`src/rtl/mem_access_unit_if.sv`:
```
// Pipeline-side request/response handshake and data-memory bus of the MEM-stage unit.
interface mem_access_unit_if #(
   parameter int unsigned WORD_W   = 32,
   parameter int unsigned ADDR_W   = 32,
   parameter int unsigned MEM_OP_W = 4
);
   logic                req_valid;
   logic                req_ready;
   logic [MEM_OP_W-1:0] mem_op;
   logic [ADDR_W-1:0]   addr;
   logic [WORD_W-1:0]   wdata;
   logic                rsp_valid;
   logic [WORD_W-1:0]   rsp_rdata;
   logic                rsp_misalign;
   logic                stall;
   logic                dmem_req;
   logic                dmem_we;
   logic [ADDR_W-1:0]   dmem_addr;
   logic [3:0]          dmem_be;
   logic [WORD_W-1:0]   dmem_wdata;
   logic                dmem_ack;
   logic [WORD_W-1:0]   dmem_rdata;

   // View of the memory access unit itself.
   modport slave (
      input  req_valid, mem_op, addr, wdata, dmem_ack, dmem_rdata,
      output req_ready, rsp_valid, rsp_rdata, rsp_misalign, stall,
             dmem_req, dmem_we, dmem_addr, dmem_be, dmem_wdata
   );

   // View of the surrounding pipeline and data memory.
   modport master (
      output req_valid, mem_op, addr, wdata, dmem_ack, dmem_rdata,
      input  req_ready, rsp_valid, rsp_rdata, rsp_misalign, stall,
             dmem_req, dmem_we, dmem_addr, dmem_be, dmem_wdata
   );
endinterface

```
`src/rtl/mem_access_unit.sv`:
```
// MEM-stage executor: turns load/store codes into word-aligned byte-enabled
// memory requests, extends load data and returns one response per operation.
module mem_access_unit #(
   parameter int unsigned WORD_W   = 32,
   parameter int unsigned ADDR_W   = 32,
   parameter int unsigned MEM_OP_W = 4
) (
   input logic              clk,
   input logic              rst_n,
   mem_access_unit_if.slave bus
);
   // Memory operation encoding shared with the decode stage.
   localparam logic [MEM_OP_W-1:0] MEM_OP_NOP      = MEM_OP_W'(0);
   localparam logic [MEM_OP_W-1:0] MEM_OP_RD_BYTE  = MEM_OP_W'(1);
   localparam logic [MEM_OP_W-1:0] MEM_OP_RD_UBYTE = MEM_OP_W'(2);
   localparam logic [MEM_OP_W-1:0] MEM_OP_RD_HALF  = MEM_OP_W'(3);
   localparam logic [MEM_OP_W-1:0] MEM_OP_RD_UHALF = MEM_OP_W'(4);
   localparam logic [MEM_OP_W-1:0] MEM_OP_RD_WORD  = MEM_OP_W'(5);
   localparam logic [MEM_OP_W-1:0] MEM_OP_WR_BYTE  = MEM_OP_W'(6);
   localparam logic [MEM_OP_W-1:0] MEM_OP_WR_HALF  = MEM_OP_W'(7);
   localparam logic [MEM_OP_W-1:0] MEM_OP_WR_WORD  = MEM_OP_W'(8);

   typedef enum logic [1:0] {StIdle, StBusy, StResp} state_e;
   typedef enum logic [1:0] {SzByte, SzHalf, SzWord} size_e;

   state_e              state_q, state_d;
   logic [MEM_OP_W-1:0] op_q, op_d;
   logic [1:0]          lane_q, lane_d;
   logic                dmem_req_q, dmem_req_d;
   logic                dmem_we_q, dmem_we_d;
   logic [ADDR_W-1:0]   dmem_addr_q, dmem_addr_d;
   logic [3:0]          dmem_be_q, dmem_be_d;
   logic [WORD_W-1:0]   dmem_wdata_q, dmem_wdata_d;
   logic                rsp_valid_q, rsp_valid_d;
   logic [WORD_W-1:0]   rsp_rdata_q, rsp_rdata_d;
   logic                rsp_misalign_q, rsp_misalign_d;

   logic                op_known, op_write, misalign;
   size_e               op_size;
   logic [3:0]          req_be;
   logic [WORD_W-1:0]   req_wdata;
   logic [7:0]          ld_byte;
   logic [15:0]         ld_half;
   logic [WORD_W-1:0]   ld_data;

   // Decode the incoming operation and format the request it would issue.
   always_comb begin
      op_known = 1'b1;
      op_write = 1'b0;
      op_size  = SzWord;
      case (bus.mem_op)
         MEM_OP_RD_BYTE, MEM_OP_RD_UBYTE: op_size = SzByte;
         MEM_OP_RD_HALF, MEM_OP_RD_UHALF: op_size = SzHalf;
         MEM_OP_RD_WORD:                  op_size = SzWord;
         MEM_OP_WR_BYTE: begin op_size = SzByte; op_write = 1'b1; end
         MEM_OP_WR_HALF: begin op_size = SzHalf; op_write = 1'b1; end
         MEM_OP_WR_WORD: begin op_size = SzWord; op_write = 1'b1; end
         default:        op_known = 1'b0;  // NOP and unrecognised codes
      endcase
      case (op_size)
         SzByte: begin
            req_be    = 4'b0001 << bus.addr[1:0];
            req_wdata = {4{bus.wdata[7:0]}};
         end
         SzHalf: begin
            req_be    = bus.addr[1] ? 4'b1100 : 4'b0011;
            req_wdata = {2{bus.wdata[15:0]}};
         end
         default: begin
            req_be    = 4'b1111;
            req_wdata = bus.wdata;
         end
      endcase
      misalign = ((op_size == SzHalf) && bus.addr[0]) ||
                 ((op_size == SzWord) && (bus.addr[1:0] != 2'b00));
   end

   // Extract and extend the load lane selected by the latched address bits.
   always_comb begin
      ld_byte = bus.dmem_rdata[{lane_q, 3'b000} +: 8];
      ld_half = lane_q[1] ? bus.dmem_rdata[31:16] : bus.dmem_rdata[15:0];
      case (op_q)
         MEM_OP_RD_BYTE:  ld_data = {{24{ld_byte[7]}}, ld_byte};
         MEM_OP_RD_UBYTE: ld_data = {24'b0, ld_byte};
         MEM_OP_RD_HALF:  ld_data = {{16{ld_half[15]}}, ld_half};
         MEM_OP_RD_UHALF: ld_data = {16'b0, ld_half};
         MEM_OP_RD_WORD:  ld_data = bus.dmem_rdata;
         default:         ld_data = '0;  // stores respond with zero
      endcase
   end

   // Next-state logic; the memory request is held unchanged until ack.
   always_comb begin
      state_d        = state_q;
      op_d           = op_q;
      lane_d         = lane_q;
      dmem_req_d     = dmem_req_q;
      dmem_we_d      = dmem_we_q;
      dmem_addr_d    = dmem_addr_q;
      dmem_be_d      = dmem_be_q;
      dmem_wdata_d   = dmem_wdata_q;
      rsp_valid_d    = 1'b0;
      rsp_rdata_d    = '0;
      rsp_misalign_d = 1'b0;
      unique case (state_q)
         StIdle: begin
            if (bus.req_valid) begin
               if (!op_known || misalign) begin
                  state_d        = StResp;
                  rsp_valid_d    = 1'b1;
                  rsp_misalign_d = op_known && misalign;
               end else begin
                  state_d      = StBusy;
                  op_d         = bus.mem_op;
                  lane_d       = bus.addr[1:0];
                  dmem_req_d   = 1'b1;
                  dmem_we_d    = op_write;
                  dmem_addr_d  = {bus.addr[ADDR_W-1:2], 2'b00};
                  dmem_be_d    = req_be;
                  dmem_wdata_d = req_wdata;
               end
            end
         end
         StBusy: begin
            if (bus.dmem_ack) begin
               state_d      = StResp;
               dmem_req_d   = 1'b0;
               dmem_we_d    = 1'b0;
               dmem_addr_d  = '0;
               dmem_be_d    = '0;
               dmem_wdata_d = '0;
               rsp_valid_d  = 1'b1;
               rsp_rdata_d  = ld_data;
            end
         end
         StResp: state_d = StIdle;
         default: state_d = StIdle;
      endcase
   end

   // State and output registers; reset aborts any in-flight access.
   always_ff @(posedge clk or negedge rst_n) begin
      if (!rst_n) begin
         state_q        <= StIdle;
         op_q           <= MEM_OP_NOP;
         lane_q         <= '0;
         dmem_req_q     <= 1'b0;
         dmem_we_q      <= 1'b0;
         dmem_addr_q    <= '0;
         dmem_be_q      <= '0;
         dmem_wdata_q   <= '0;
         rsp_valid_q    <= 1'b0;
         rsp_rdata_q    <= '0;
         rsp_misalign_q <= 1'b0;
      end else begin
         state_q        <= state_d;
         op_q           <= op_d;
         lane_q         <= lane_d;
         dmem_req_q     <= dmem_req_d;
         dmem_we_q      <= dmem_we_d;
         dmem_addr_q    <= dmem_addr_d;
         dmem_be_q      <= dmem_be_d;
         dmem_wdata_q   <= dmem_wdata_d;
         rsp_valid_q    <= rsp_valid_d;
         rsp_rdata_q    <= rsp_rdata_d;
         rsp_misalign_q <= rsp_misalign_d;
      end
   end

   assign bus.req_ready    = (state_q == StIdle);
   assign bus.stall        = (state_q != StIdle);
   assign bus.dmem_req     = dmem_req_q;
   assign bus.dmem_we      = dmem_we_q;
   assign bus.dmem_addr    = dmem_addr_q;
   assign bus.dmem_be      = dmem_be_q;
   assign bus.dmem_wdata   = dmem_wdata_q;
   assign bus.rsp_valid    = rsp_valid_q;
   assign bus.rsp_rdata    = rsp_rdata_q;
   assign bus.rsp_misalign = rsp_misalign_q;
endmodule

```
`src/flat_wrapper.sv`:
```
// flat-port wrapper written by rule: the top's interface ports become plain ports
module mem_access_unit_flat 
#(
   parameter int unsigned WORD_W   = 32,
   parameter int unsigned ADDR_W   = 32,
   parameter int unsigned MEM_OP_W = 4
)
  (clk, rst_n, bus_req_valid, bus_mem_op, bus_addr, bus_wdata, bus_dmem_ack, bus_dmem_rdata, bus_req_ready, bus_rsp_valid, bus_rsp_rdata, bus_rsp_misalign, bus_stall, bus_dmem_req, bus_dmem_we, bus_dmem_addr, bus_dmem_be, bus_dmem_wdata);
  mem_access_unit_if #(.WORD_W(WORD_W), .ADDR_W(ADDR_W), .MEM_OP_W(MEM_OP_W)) bus_i ();
  input logic clk;
  input logic rst_n;
  input wire logic [$bits(bus_i.req_valid)-1:0] bus_req_valid;
  input wire logic [$bits(bus_i.mem_op)-1:0] bus_mem_op;
  input wire logic [$bits(bus_i.addr)-1:0] bus_addr;
  input wire logic [$bits(bus_i.wdata)-1:0] bus_wdata;
  input wire logic [$bits(bus_i.dmem_ack)-1:0] bus_dmem_ack;
  input wire logic [$bits(bus_i.dmem_rdata)-1:0] bus_dmem_rdata;
  output wire logic [$bits(bus_i.req_ready)-1:0] bus_req_ready;
  output wire logic [$bits(bus_i.rsp_valid)-1:0] bus_rsp_valid;
  output wire logic [$bits(bus_i.rsp_rdata)-1:0] bus_rsp_rdata;
  output wire logic [$bits(bus_i.rsp_misalign)-1:0] bus_rsp_misalign;
  output wire logic [$bits(bus_i.stall)-1:0] bus_stall;
  output wire logic [$bits(bus_i.dmem_req)-1:0] bus_dmem_req;
  output wire logic [$bits(bus_i.dmem_we)-1:0] bus_dmem_we;
  output wire logic [$bits(bus_i.dmem_addr)-1:0] bus_dmem_addr;
  output wire logic [$bits(bus_i.dmem_be)-1:0] bus_dmem_be;
  output wire logic [$bits(bus_i.dmem_wdata)-1:0] bus_dmem_wdata;
  assign bus_i.req_valid = bus_req_valid;
  assign bus_i.mem_op = bus_mem_op;
  assign bus_i.addr = bus_addr;
  assign bus_i.wdata = bus_wdata;
  assign bus_i.dmem_ack = bus_dmem_ack;
  assign bus_i.dmem_rdata = bus_dmem_rdata;
  assign bus_req_ready = bus_i.req_ready;
  assign bus_rsp_valid = bus_i.rsp_valid;
  assign bus_rsp_rdata = bus_i.rsp_rdata;
  assign bus_rsp_misalign = bus_i.rsp_misalign;
  assign bus_stall = bus_i.stall;
  assign bus_dmem_req = bus_i.dmem_req;
  assign bus_dmem_we = bus_i.dmem_we;
  assign bus_dmem_addr = bus_i.dmem_addr;
  assign bus_dmem_be = bus_i.dmem_be;
  assign bus_dmem_wdata = bus_i.dmem_wdata;
  mem_access_unit #(.WORD_W(WORD_W), .ADDR_W(ADDR_W), .MEM_OP_W(MEM_OP_W)) u_core (.clk(clk), .rst_n(rst_n), .bus(bus_i));
endmodule
```
`config.mk`:
```
export PLATFORM = sky130hd
export DESIGN_NAME = mem_access_unit_flat
export DESIGN_NICKNAME = d
export VERILOG_FILES = /design/src/rtl/mem_access_unit_if.sv /design/src/rtl/mem_access_unit.sv /design/src/flat_wrapper.sv
export SDC_FILE = /design/constraint.sdc
export NUM_CORES = 1
export LEC_CHECK = 0
export ABC_AREA = 1
export CAP_MARGIN = 20
export CORE_UTILIZATION = 40
export CTS_BUF_LIST = sky130_fd_sc_hd__clkbuf_4 sky130_fd_sc_hd__clkbuf_8 sky130_fd_sc_hd__clkbuf_16
export DETAILED_ROUTE_END_ITERATION = 16
export GPL_TIMING_DRIVEN = 1
export PLACE_DENSITY = 0.76
export SLEW_MARGIN = 20
export SYNTH_ARGS = -nofsm -noshare
export SYNTH_HDL_FRONTEND = slang
export SYNTH_SLANG_ARGS = --single-unit
```
`constraint.sdc`:
```
create_clock -name clk -period 2.3 [get_ports clk]
set_input_delay 0.69 -clock clk [delete_from_list [all_inputs] [get_ports clk]]
set_output_delay 0.69 -clock clk [all_outputs]
set_load 0.02 [all_outputs]
```
Yosys cells after proc, flatten, opt, wreduce, memory -nomap -nowiden
Index checks and enable logic that the tools add are counted.
{"block": "op_classes", "eq_ne": 19, "shifts": 2, "mux": 39, "bitwise": 1, "reduce_logical": 18}
{"op": "two-way mux 32 bit", "n": 7}
{"op": "one-hot mux 32 bit (2 select lines)", "n": 3}
{"op": "one-hot mux 32 bit (5 select lines)", "n": 1}
{"op": "indexed part select 32 x 6 -> 8 bit", "n": 1}
{"op": "== test 4 x 3 -> 1 bit, second input constant", "n": 6}
{"op": "== test 4 x 2 -> 1 bit, second input constant", "n": 4}
{"op": "two-way mux 16 bit", "n": 1}
{"op": "two-way mux 4 bit", "n": 4}
{"op": "one-hot mux 4 bit (2 select lines)", "n": 2}
{"op": "two-way mux 1 bit", "n": 13}
{"op": "OR reduction 3 bit", "n": 3}
{"op": "== test 4 x 1 -> 1 bit, second input constant", "n": 2}
{"op": "one-hot mux 2 bit (2 select lines)", "n": 2}
{"op": "OR reduction 8 bit", "n": 1}
{"op": "two-way mux 2 bit", "n": 3}
{"op": "!= test 2 bit, second input constant", "n": 3}
{"op": "one-hot mux 1 bit (2 select lines)", "n": 3}
{"op": "nonzero test 2 bit", "n": 3}
{"op": "== test 2 x 1 -> 1 bit, second input constant", "n": 2}
{"op": "== test 4 bit, second input constant", "n": 1}
{"op": "logical NOT 2 bit", "n": 2}
{"op": "AND reduction 4 bit", "n": 1}
{"op": "<< shifter 1 x 2 -> 4 bit, first input constant", "n": 1}
{"op": "logical AND 1 bit", "n": 3}
{"op": "6 further kinds", "n": 7}
{"block": "totals", "regBits": 112, "input_bits": 104, "wordCells": 90}

Logic depth before layout (Yosys ltp)
{"block": "depth", "depth_word": 10, "ltp_mapped": 12, "depth_no_buf": 10}

Least setup slack after synthesis
OpenSTA, ideal clock, no wires.
{"block": "synth_timing", "path_kind": "input to register", "from": "input bus_mem_op[0]", "to": "register u_core.dmem_addr_q[15] (netlist: u_core.bus.dmem_addr[15])", "setup_time_ns": 0.117, "arrival_ns": 1.654, "slack_ns": 0.529, "path_stages": 12, "cell_sequence": "inv_1 nand2_2 o21ai_1 nand2_1 inv_1 nand2_2 nand2_4 nand2_4 buf_6 buf_12 nand2_1 nand2_1"}
{"block": "synth_via", "elab_chain_len": 9, "word_cells_on_any_way": 22, "classes_between": "11 x eq/ne; 2 x mux; 9 x reduce/logical"}
{"item": "from (decl)", "line": "flat_wrapper.sv:13", "text": "input wire logic [$bits(bus_i.mem_op)-1:0] bus_mem_op;"}
{"item": "== test 4 x 2 -> 1 bit (tied with other cells)", "line": "mem_access_unit.sv:51", "text": "case (bus.mem_op)"}
{"item": "OR reduction 3 bit (no source line)"}
{"item": "one-hot mux 2 bit (2 select lines)", "line": "mem_access_unit.sv:51"}
{"item": "== test 2 x 1 -> 1 bit or == test 2 bit (tied branches)", "line": "mem_access_unit.sv:74, mem_access_unit.sv:75"}
{"item": "logical AND 1 bit (on tied branches)", "line": "mem_access_unit.sv:74, mem_access_unit.sv:75"}
{"item": "logical OR 1 bit", "line": "mem_access_unit.sv:74", "text": "misalign = ((op_size == SzHalf) && bus.addr[0]) ||"}
{"item": "logical OR 1 bit *", "line": "mem_access_unit.sv:108", "text": "if (!op_known || misalign) begin"}
{"item": "!= test 2 bit (no source line) *"}
{"item": "AND reduction 4 bit (no source line) *"}
{"item": "to (signal assigned)", "line": "mem_access_unit.sv:161", "text": "dmem_addr_q <= dmem_addr_d;"}
{"item": "to (decl)", "line": "mem_access_unit.sv:31", "text": "logic [ADDR_W-1:0] dmem_addr_q, dmem_addr_d;"}
Mark *: on every way between the ends. The rest lies on a longest branch, timed or not.
A chain may end at the register's enable or synchronous reset.

Worst setup path after layout
{"block": "layout_timing", "from": "register u_core.state_q[0]", "to": "output bus_stall"}
{"block": "layout_via", "elab_chain_len": 1}
{"item": "from (decl)", "line": "mem_access_unit.sv:26", "text": "state_e state_q, state_d;"}
{"item": "from (signal assigned)", "line": "mem_access_unit.sv:144", "text": "state_q <= StIdle;"}
{"item": "from (signal assigned)", "line": "mem_access_unit.sv:156", "text": "state_q <= state_d;"}
{"item": "nonzero test 2 bit", "line": "mem_access_unit.sv:171", "text": "assign bus.stall = (state_q != StIdle);"}
{"item": "to (decl)", "line": "flat_wrapper.sv:22", "text": "output wire logic [$bits(bus_i.stall)-1:0] bus_stall;"}
No other way between the ends.

==> impl_metrics.ini <==
[clock_tree]
clk_root_buffer_cell = clkbuf_16
cts_buffer_depth = 2
clkSinkCount = 110
cts_tree = done
post-cts-setup-buffers = 0
cts-htree-levels = 3
clk_pin_slew_ns = 0.06
cts_buffers = 9
clk_latency_ns = 0.35

[global_routing]
grt-ovfl-total = 0
grt_pass1_vias = 4664
grt_max_degree = 110
grt_pass1_wl_um = 23000
track_usage = 0.226
antenna_found_initial = 0

[floorplan]
num_rows = 40
initial_utilization = 0.416
die_w_um = 115
ios = 210
core-area_mm2 = 0.0122
die_y_um = 115
dieArea_mm2 = 0.0132

[worst_setup_path]
worstPathMaxFanout = 3
worstSetupStartpointType = register
rrSetupSlack_ns = 0.55
cp.arrival_ns = 1.56
criticalPathCategory = register to output pin
end_kind = output pin
cp.required_ns = 1.61

[timing]
period_needed_ns = 2.25
tightest_slew_ns = 0.658
rsz0062_at_grt = false
hold_violations = 0
setup_viol = 0
slew_violations = 0
setup_tns_ns = 0
post-route-period-util = 0.979
fin_skew_ns = 0.00854
relSlewSlack = 0.562
fmax_mhz = 444

[cells_and_area]
antennaDiodeCount = 0
layout-drive-gt1-share = 0.0802
syn_to_final_growth_pct = 52.3
nets = 947
utilization = 0.634
final_cell_area_mm2 = 0.00774

[synth]
synth_cell_types = 26
syn_inst = 628
synth-seq-area-share = 0.541
ys_warn_count = 0
synth_seq_cells = 110
netlist_area_mm2 = 0.00508
synth.top_cells.by_area = dfrtp_1, nand2_1, nor2_1, a21oi_1, buf_6
synth_top_area_cell = dfrtp_1
syn_avg_cell_area_um2 = 8.09
synth_top_area_frac = 0.541

[power_and_ir_drop]
power_density_mw_per_mm2 = 916
ir_drop_v = 0.000661
total_power_w = 0.00709
leakage_nw = 3.73

[detailed_routing]
postRouteAntennaNets = 0
viasPerCell = 4.78
vias = 4859
drt_first_pass_iters = 5
wirelength_um = 14700
drt-wirelength-per-cell_um = 14.4
drt_first_iter_violations = 288
drc = 0

[placed_design]
place_area_mm2 = 0.00741
port-buffer-count = 207
place.gp.congestion = 0.862
dp_hpwl_um = 10800

[hold_path]
hold_class = input pin to async pin

[job]
maxCapViolCount = 0

[run_status]
status = finished, final reports clean
## registers in the layout, summed over array words and instances, names as in the netlist
signal                   cells
u_core.bus.dmem_addr        30
u_core.op_q                  4
u_core.bus.rsp_misalign      1
u_core.bus.dmem_we           1
u_core.state_q               2
u_core.bus.dmem_wdata       32
u_core.bus.rsp_valid         1
u_core.bus.dmem_req          1
u_core.lane_q                2
u_core.bus.rsp_rdata        32
u_core.bus.dmem_be           4
## layout make-up
cell class / count / area [µm²]
multi-input cells: 459 / 1990
clock inverters: 4 / 78.8
inverters: 29 / 109
flip-flops and latches: 110 / 2750
repair buffers: 234 / 2350
well taps: 168 / 210
fillers: 1064 / 4470
clock buffers: 12 / 254
## worst max-delay path, stage by stage, from the launching register on
cell and delay [ns]:
dfrtp_1 0.42, nor2_4 0.18, inv_2 0.07, clkdlybuf4s50_1 0.54
## cell usage after synthesis
library cell / count
a21oi_1: 49
a22oi_1: 7
buf_12: 2
buf_2: 10
buf_4: 4
buf_6: 8
clkbuf_1: 7
clkinv_1: 1
conb_1: 1
dfrtp_1: 110
inv_1: 24
inv_2: 4
mux2_2: 7
nand2_1: 247
nand2_2: 8
nand2_4: 2
nand3_1: 17
nand3_2: 1
nand4_1: 2
nor2_1: 86
nor2_2: 1
nor2_4: 1
nor3_1: 1
o21ai_0: 12
o21ai_1: 6
o22ai_1: 10
## path summary, 6_finish.rpt
check,startpoint,endpoint,depth (start not counted)
worst min-delay path,rst_n,u_core.bus.rsp_rdata[20],1
worst max-delay path,u_core.state_q[0],bus_stall,3
worst max register to register,u_core.op_q[3],u_core.bus.rsp_rdata[2],7
max in group asynchronous,rst_n,u_core.bus.dmem_wdata[10],2
min in group clk,u_core.bus.dmem_addr[18],u_core.bus.dmem_addr[18],2
worst min register to register,u_core.bus.dmem_addr[18],u_core.bus.dmem_addr[18],2
## cell families after synthesis
family,synth area share
mux,0.0155
compound gates,0.0886
other cells,0.000738
simple gates,0.286
buf+inv,0.0679
flops,0.541
## report_power, final
group / switching [W] / internal [W] / total (W)
logic: 0.00156 / 0.00125 / 0.00280
clock network: 0.000685 / 0.00102 / 0.00170
registers: 0.000245 / 0.00234 / 0.00259
## placed cells by master (no fill, tap or decap), drive strengths merged
master,netlist,layout
clkinv,1,1
nand3,18,18
bufinv,0,2
a22oi,7,7
o21ai,18,18
conb,1,2
clkdlybuf4s50,0,205
o22ai,10,10
inv,28,29
clkinvlp,0,1
nor3,1,1
dfrtp,110,110
clkbuf,7,12
buf,24,28
nand2,257,257
dlygate4sd2,0,1
nor2,88,88
nand4,2,2
mux2,7,7
a21oi,49,49
## per-layer routing
layer,GRT usage,share of wire,vias up
li1,-,-,2407
met1,0.290,0.42,2223
met2,0.368,0.49,202
met3,0.0559,0.062,27
met4,0.0952,0.026,0
met5,0,0,-
## what timing repair did
action                     in CTS  in global routing
hold buffers                    0                  0
resized for setup               1                  0
setup endpoints to repair       1                  0
## metrics by stage
step,std cells,setup WS (ns),hold slack [ns]
finish,1016,0.0477,0.119
global route,1016,0.000983,0.0991
CTS,1016,0.0335,0.106
detailed placement,1000,-0.160,0.458
global placement,1000,-0.0706,0.453
floorplan,629,0.529,0.394
Power figures use the tool's default switching activity.
==> patch 1: new RTL, config.mk and constraints unchanged <==
`ADDR_W` is set to 32 in 3 places; all go to 28.
--- a/src/rtl/mem_access_unit_if.sv
+++ b/src/rtl/mem_access_unit_if.sv
@@ -1,7 +1,7 @@
 // Pipeline-side request/response handshake and data-memory bus of the MEM-stage unit.
 interface mem_access_unit_if #(
    parameter int unsigned WORD_W   = 32,
-   parameter int unsigned ADDR_W   = 32,
+   parameter int unsigned ADDR_W   = 28,
    parameter int unsigned MEM_OP_W = 4
 );
    logic                req_valid;
--- a/src/rtl/mem_access_unit.sv
+++ b/src/rtl/mem_access_unit.sv
@@ -2,7 +2,7 @@
 // memory requests, extends load data and returns one response per operation.
 module mem_access_unit #(
    parameter int unsigned WORD_W   = 32,
-   parameter int unsigned ADDR_W   = 32,
+   parameter int unsigned ADDR_W   = 28,
    parameter int unsigned MEM_OP_W = 4
 ) (
    input logic              clk,
--- a/src/flat_wrapper.sv
+++ b/src/flat_wrapper.sv
@@ -2,7 +2,7 @@
 module mem_access_unit_flat 
 #(
    parameter int unsigned WORD_W   = 32,
-   parameter int unsigned ADDR_W   = 32,
+   parameter int unsigned ADDR_W   = 28,
    parameter int unsigned MEM_OP_W = 4
 )
   (clk, rst_n, bus_req_valid, bus_mem_op, bus_addr, bus_wdata, bus_dmem_ack, bus_dmem_rdata, bus_req_ready, bus_rsp_valid, bus_rsp_rdata, bus_rsp_misalign, bus_stall, bus_dmem_req, bus_dmem_we, bus_dmem_addr, bus_dmem_be, bus_dmem_wdata);
Ports: changed (resized bus_addr and bus_dmem_addr); port bits go from 210 to 202. No check against the original RTL was run, so the function may have changed too.
==> patch 1 against the original RTL <==
Cell area fell by 3.5%; critical path depth rose by 7; die area fell by 2.9%; sequential cell count fell by 4; power fell by 6.7%; register-to-register slack improved by 20 ps; worst setup slack improved by 130 ps; area after synthesis fell by 2.9%; routed wire length fell by 4.8%; largest cell class unchanged.
==> patch 1: results (changes against the original RTL) <==
Run status
  • Status: finished, final reports clean

Synthesis
  • Count of cell types in the netlist: 27 (+3.8%)
  • Post-synthesis sequential area ratio: 53.8% (-0.39 points)
  • Post-synthesis async set-or-reset flop share: 100% (unchanged)
  • Area contributors post-synth: dfrtp_1 54%, nand2_1 18%, nor2_1 6.1%
  • Mapped Avg Cell Area: 8.13 um2 (+0.43%)
  • Synth top cells by count: 241 x nand2_1, 106 x dfrtp_1, 80 x nor2_1

Power
  • Leak Pwr: 0.00361 uW (-3.3%)
  • Peak supply drop: 0.517 mV (-22%)

GRT
  • Largest net degree at the start of global routing: 107 (-2.7%)
  • Global-route wire length before repair: 22,700 um (-1.4%)
  • Total GRT Usage: 22.4% (-0.21 points)
  • Antenna violations before repair: 0 (unchanged)
  • Number of global-route vias before repair: 4,756 (+2.0%)

Placed design
  • RePlAce Congestion: 0.876 (+1.6%)
  • Placed insts: 951 (-4.9%)
  • DP Worst Slack: -288 ps (-128 ps)
  • DP HPWL: 10,200 um (-5.2%)
  • PortBufs: 199 (-3.9%)

Setup path
  • WP data required: 2580 ps (+970 ps)
  • Highest net fanout along the worst path: 63 (+60)
  • Critical path's largest stage delay: 470 ps (-70 ps)

Detailed routing
  • DR iter-0 viols: 374 (+30%)
  • Final WL: 14,000 um (-4.8%)
  • Wire per inst: 14.4 um (about the same)
  • Vias: 4,829 (-0.62%)

Timing
  • Slew @ Worst Pin: 545 ps (-113 ps)
  • Post-Route Skew: 6.69 ps (-1.85 ps)

Finish
  • NumNets Final: 915 (-3.4%)
  • Fillers: 1,015 (-4.6%)
  • Fraction of layout cells with a size suffix above 1: 8.66% (+0.64 points)
patch 1: changes by cell type in the layout (fill, tap and decap cells not counted), moves of 3 or more:
cell,delta
dfrtp_1,-4
clkdlybuf4s50_1,-9
a21oi_1,-3
nor2_2,+4
o21ai_1,-3
nor2_1,-6
buf_4,-4
nand2_1,-6
clkinv_4,+3
nand3_1,-3
patch 1: final cells by class:
cell class	instances	share of cell area, %
Clock inverter	7	0.821
Clock buffer	9	3.02
Inverter	30	1.58
Tap cell	147	2.46
Timing Repair Buffer	224	30.6
Sequential cell	106	35.5
Multi-Input combinational cell	444	26.0
patch 1: power breakdown:
group          internal [uW]  switching, uW
Clock                    752            718
Sequential              2240            287
Combinational           1190           1430
Total                   4190           2430
patch 1: critical path: cells and delay by family:
family | cells | cell delay [ps]
AO/OA/AOI/OAI | 1 | 160
buffers and inverters | 3 | 890
AND/OR/NAND/NOR | 6 | 610
patch 1: layer usage:
metal	up-vias	GRT usage (%)	share of wire [%]
met5	-	0	0
met4	0	8.60	2.5
met3	30	6.43	8.3
met2	215	36.4	47
met1	2265	28.5	42
li1	2319	-	-
patch 1: timing repair:
action	CTS	global route
endpoints found under the hold margin	0	0
setup endpoints to repair	0	65
resized for setup	0	3
patch 1: cell families (layout without fill, tap and decap cells):
| group | Yosys count | after routing | share of synthesized area, % |
|---|---|---|---|
| other | 1 | 2 | 0.0760 |
| buffers and inverters | 58 | 270 | 6.92 |
| AOI/OAI and AO/OA | 81 | 81 | 9.05 |
| and+or+nand+nor | 354 | 354 | 28.6 |
| muxes | 7 | 7 | 1.60 |
| DFF | 106 | 106 | 53.8 |
patch 1: through the flow:
stage	power (uW)	utilization (%)	instance area, um2	hold WS, ps	TNS (ps)
after detailed placement	5170	59.7	7170	458	-15230
final	6620	62.2	7470	414	0
after floorplan	3920	-	4940	394	0
after global routing	7010	62.2	7470	465	-3.22
after CTS	6660	62.1	7460	441	0
after global placement	5120	59.7	7170	454	-10390
patch 1: path summary, 6_finish.rpt:
check / startpoint / endpoint / slack, ps / depth (start not counted)
setup / recovery: bus_mem_op[1] / u_core.bus.dmem_be[2]$_DFFE_PN0P_ / 180 / 10
hold / removal: rst_n / u_core.bus.dmem_addr[14]$_DFFE_PN0P_ / 410 / 2
setup reg to reg: u_core.lane_q[1]$_DFFE_PN0P_ / u_core.bus.rsp_rdata[16]$_DFF_PN0_ / 570 / 6
hold reg to reg: u_core.bus.dmem_be[2]$_DFFE_PN0P_ / u_core.bus.dmem_be[2]$_DFFE_PN0P_ / 470 / 2
max in group asynchronous: rst_n / u_core.bus.dmem_wdata[3]$_DFFE_PN0P_ / 1490 / 2
min in group clk: u_core.bus.dmem_be[2]$_DFFE_PN0P_ / u_core.bus.dmem_be[2]$_DFFE_PN0P_ / 470 / 2
==> patch 2: new RTL, same settings <==
Without the edit above. Take the reset off `rsp_rdata_q` and load it in a clocked block of its own.
--- a/src/rtl/mem_access_unit.sv
+++ b/src/rtl/mem_access_unit.sv
@@ -150,7 +150,6 @@
          dmem_be_q      <= '0;
          dmem_wdata_q   <= '0;
          rsp_valid_q    <= 1'b0;
-         rsp_rdata_q    <= '0;
          rsp_misalign_q <= 1'b0;
       end else begin
          state_q        <= state_d;
@@ -162,9 +161,12 @@
          dmem_be_q      <= dmem_be_d;
          dmem_wdata_q   <= dmem_wdata_d;
          rsp_valid_q    <= rsp_valid_d;
-         rsp_rdata_q    <= rsp_rdata_d;
          rsp_misalign_q <= rsp_misalign_d;
       end
+   end
+
+   always_ff @(posedge clk) begin
+      rsp_rdata_q <= rsp_rdata_d;
    end
 
    assign bus.req_ready    = (state_q == StIdle);
Function: differs if rst_n is asserted again (counterexample within 4 cycles, from zero or initial values and one cycle with rst_n low); with rst_n held inactive, the same outputs for 4 cycles.
==> patch 2 against the original RTL <==
Sequential power rose by 3%; sequential share of layout area fell by 1.3 points; routed wire length fell by 1.0%; sequential cell count did not move; global-route usage rose by 1.1 points; non-clock buffer count fell by 1; worst setup slack improved by 170 ps; cell area fell by 2.2%; area after synthesis fell by 3.7%; first-iteration DRC count rose by 14%; power rose by 1.7%; critical endpoint is now u_core.bus.dmem_addr[7]$_DFFE_PN0P_; highest routed layer unchanged.
==> patch 2: results (changes against the original RTL) <==
Detailed routing
  • Final WL: 14,500 um (-1.0%)
  • Mean number of vias per cell: 4.93 (+3.2%)
  • DR iter-0 viols: 329 (+14%)

Placed design
  • PortBufs: 207 (unchanged)
  • DP HPWL: 10,900 um (+1.2%)
  • Placed cell area: 0.00722 mm2 (-2.5%)
  • RePlAce Congestion: 0.907 (+5.2%)

CTS
  • Clock transition at path regs: 70 ps
  • Clock root buffer: clkbuf_16
  • Clock tree buffer depth: 2 (unchanged)
  • H-tree lvl count: 3 (unchanged)
  • Post-CTS Setup Bufs: 0 (unchanged)
  • Inserted Clock Buffers: 9 (unchanged)
  • Clock Latency Late Sink: 350 ps (about the same)

GRT
  • Largest net degree at the start of global routing: 41 (-63%)
  • Antenna violations before repair: 0 (unchanged)
  • Met3 Track Usage GR: 5.29% (-0.30 points)
  • Global-route wire length before repair: 23,600 um (+2.6%)
  • Total GRT Usage: 23.8% (+1.1 points)
  • Number of global-route vias before repair: 4,926 (+5.6%)
  • Met1 GRT Util: 28.7% (-0.32 points)
  • Grt met2 use: 39.8% (+3.0 points)

Finish
  • NumNets Final: 966 (+2.0%)
  • Fraction of layout cells with a size suffix above 1: 6.81% (-1.2 points)
  • Antenna cell count: 0 (unchanged)

Synthesis
  • Post-synth top area share: 39.9% (-14 points)
  • Area contributors post-synth: dfrtp_1 40%, nand2_1 22%, dfxtp_1 13%
  • Post-synthesis async set-or-reset flop share: 70.9% (-29 points)
  • Synth top cells by count: 285 x nand2_1, 78 x dfrtp_1, 72 x nor2_1
  • Primary FF master, synth: dfrtp_1
  • Post-synthesis sequential area ratio: 53.0% (-1.2 points)
  • Count of cell types in the netlist: 24 (-7.7%)

Power
  • Pwr Density: 953 mW/mm2 (+4.0%)
  • Peak supply drop: 0.509 mV (-23%)
  • Leak Pwr: 0.00362 uW (-3.1%)

Timing
  • Post-Route Skew: 6.21 ps (-2.34 ps)
  • Slew @ Worst Pin: 567 ps (-90.8 ps)

Setup path
  • Highest net fanout along the worst path: 32 (+29)
  • Critical Path AT: 2360 ps (+800 ps)

Worst hold path
  • Hold crit path type: in -> async

Run status
  • Status: finished, final reports clean
-- patch 2: power breakdown --
part | switching (uW) | leakage, uW | internal (uW) | total [uW]
clock | 707 | 0.000174 | 1040 | 1750
combinational | 1560 | 0.00216 | 1240 | 2800
sequential | 315 | 0.00128 | 2350 | 2670
total | 2580 | 0.00362 | 4630 | 7210
-- patch 2: cell type report --
type / instances / area [um2]
Clock buffer: 16 / 348
Fill cell: 1041 / 4390
Inverter: 41 / 156
Multi-Input combinational cell: 467 / 1960
Sequential cell: 110 / 2590
Tap cell: 147 / 184
Timing Repair Buffer: 233 / 2330
-- patch 2: path summary, 6_finish.rpt --
path	start	endpoint	slack [ps]	cells after the start
min in group clk	u_core.bus.dmem_wdata[13]$_DFFE_PN0P_	u_core.bus.dmem_wdata[13]$_DFFE_PN0P_	470	2
max in group asynchronous	rst_n	u_core.bus.dmem_addr[18]$_DFFE_PN0P_	1420	2
hold / removal	rst_n	u_core.bus.dmem_wdata[16]$_DFFE_PN0P_	310	1
hold reg to reg	u_core.bus.dmem_wdata[13]$_DFFE_PN0P_	u_core.bus.dmem_wdata[13]$_DFFE_PN0P_	470	2
setup reg to reg	u_core.op_q[2]$_DFFE_PN0P_	u_core.bus.rsp_rdata[6]$_SDFF_PN0_	490	7
setup / recovery	bus_mem_op[0]	u_core.bus.dmem_addr[7]$_DFFE_PN0P_	220	12
-- patch 2: what timing repair did --
| item | CTS | global route |
|---|---|---|
| hold endpoints to repair | 0 | 0 |
| setup endpoints to repair | 1 | 1 |
| resized for setup | 1 | 1 |
| hold buffers | 0 | 0 |
-- patch 2: cell families (layout without fill, tap and decap cells) --
family | count (synthesis) | in the layout | synth area share (%)
AND/OR/NAND/NOR | 384 | 384 | 30.6
flip-flops | 110 | 110 | 53.0
AO/OA/AOI/OAI | 80 | 80 | 9.07
buffers and inverters | 72 | 290 | 7.06
other | 1 | 2 | 0.0766
XOR/XNOR | 1 | 1 | 0.179
-- patch 2: layer usage --
metal  wire (um)  vias up
li1            -     2438
met1        6030     2310
met2        7040      219
met3         961       36
met4         491        0
met5           0        -
-- patch 2: metrics by stage --
stage	total power [uW]	utilization [%]	std cells	hold WS [ps]	worst slack (ps)
CTS	7250	63.3	1014	334	7.03
global route	7630	63.3	1014	361	28.2
detailed placement	5490	60.4	998	458	-121
floorplan	4110	-	649	394	510
global placement	5420	60.4	998	455	-110
finish	7210	63.3	1014	307	222
-- patch 2: critical path, cell delays in order --
cell and delay [ps]:
clkdlybuf4s50_1 510, nor2_1 60, nor2_1 120, nand2_1 170, nand2_1 110, nand2_1 50, nand2_1 120, nand2_4 70
inv_4 100, buf_12 180, nand2_1 80, nand2_1 80
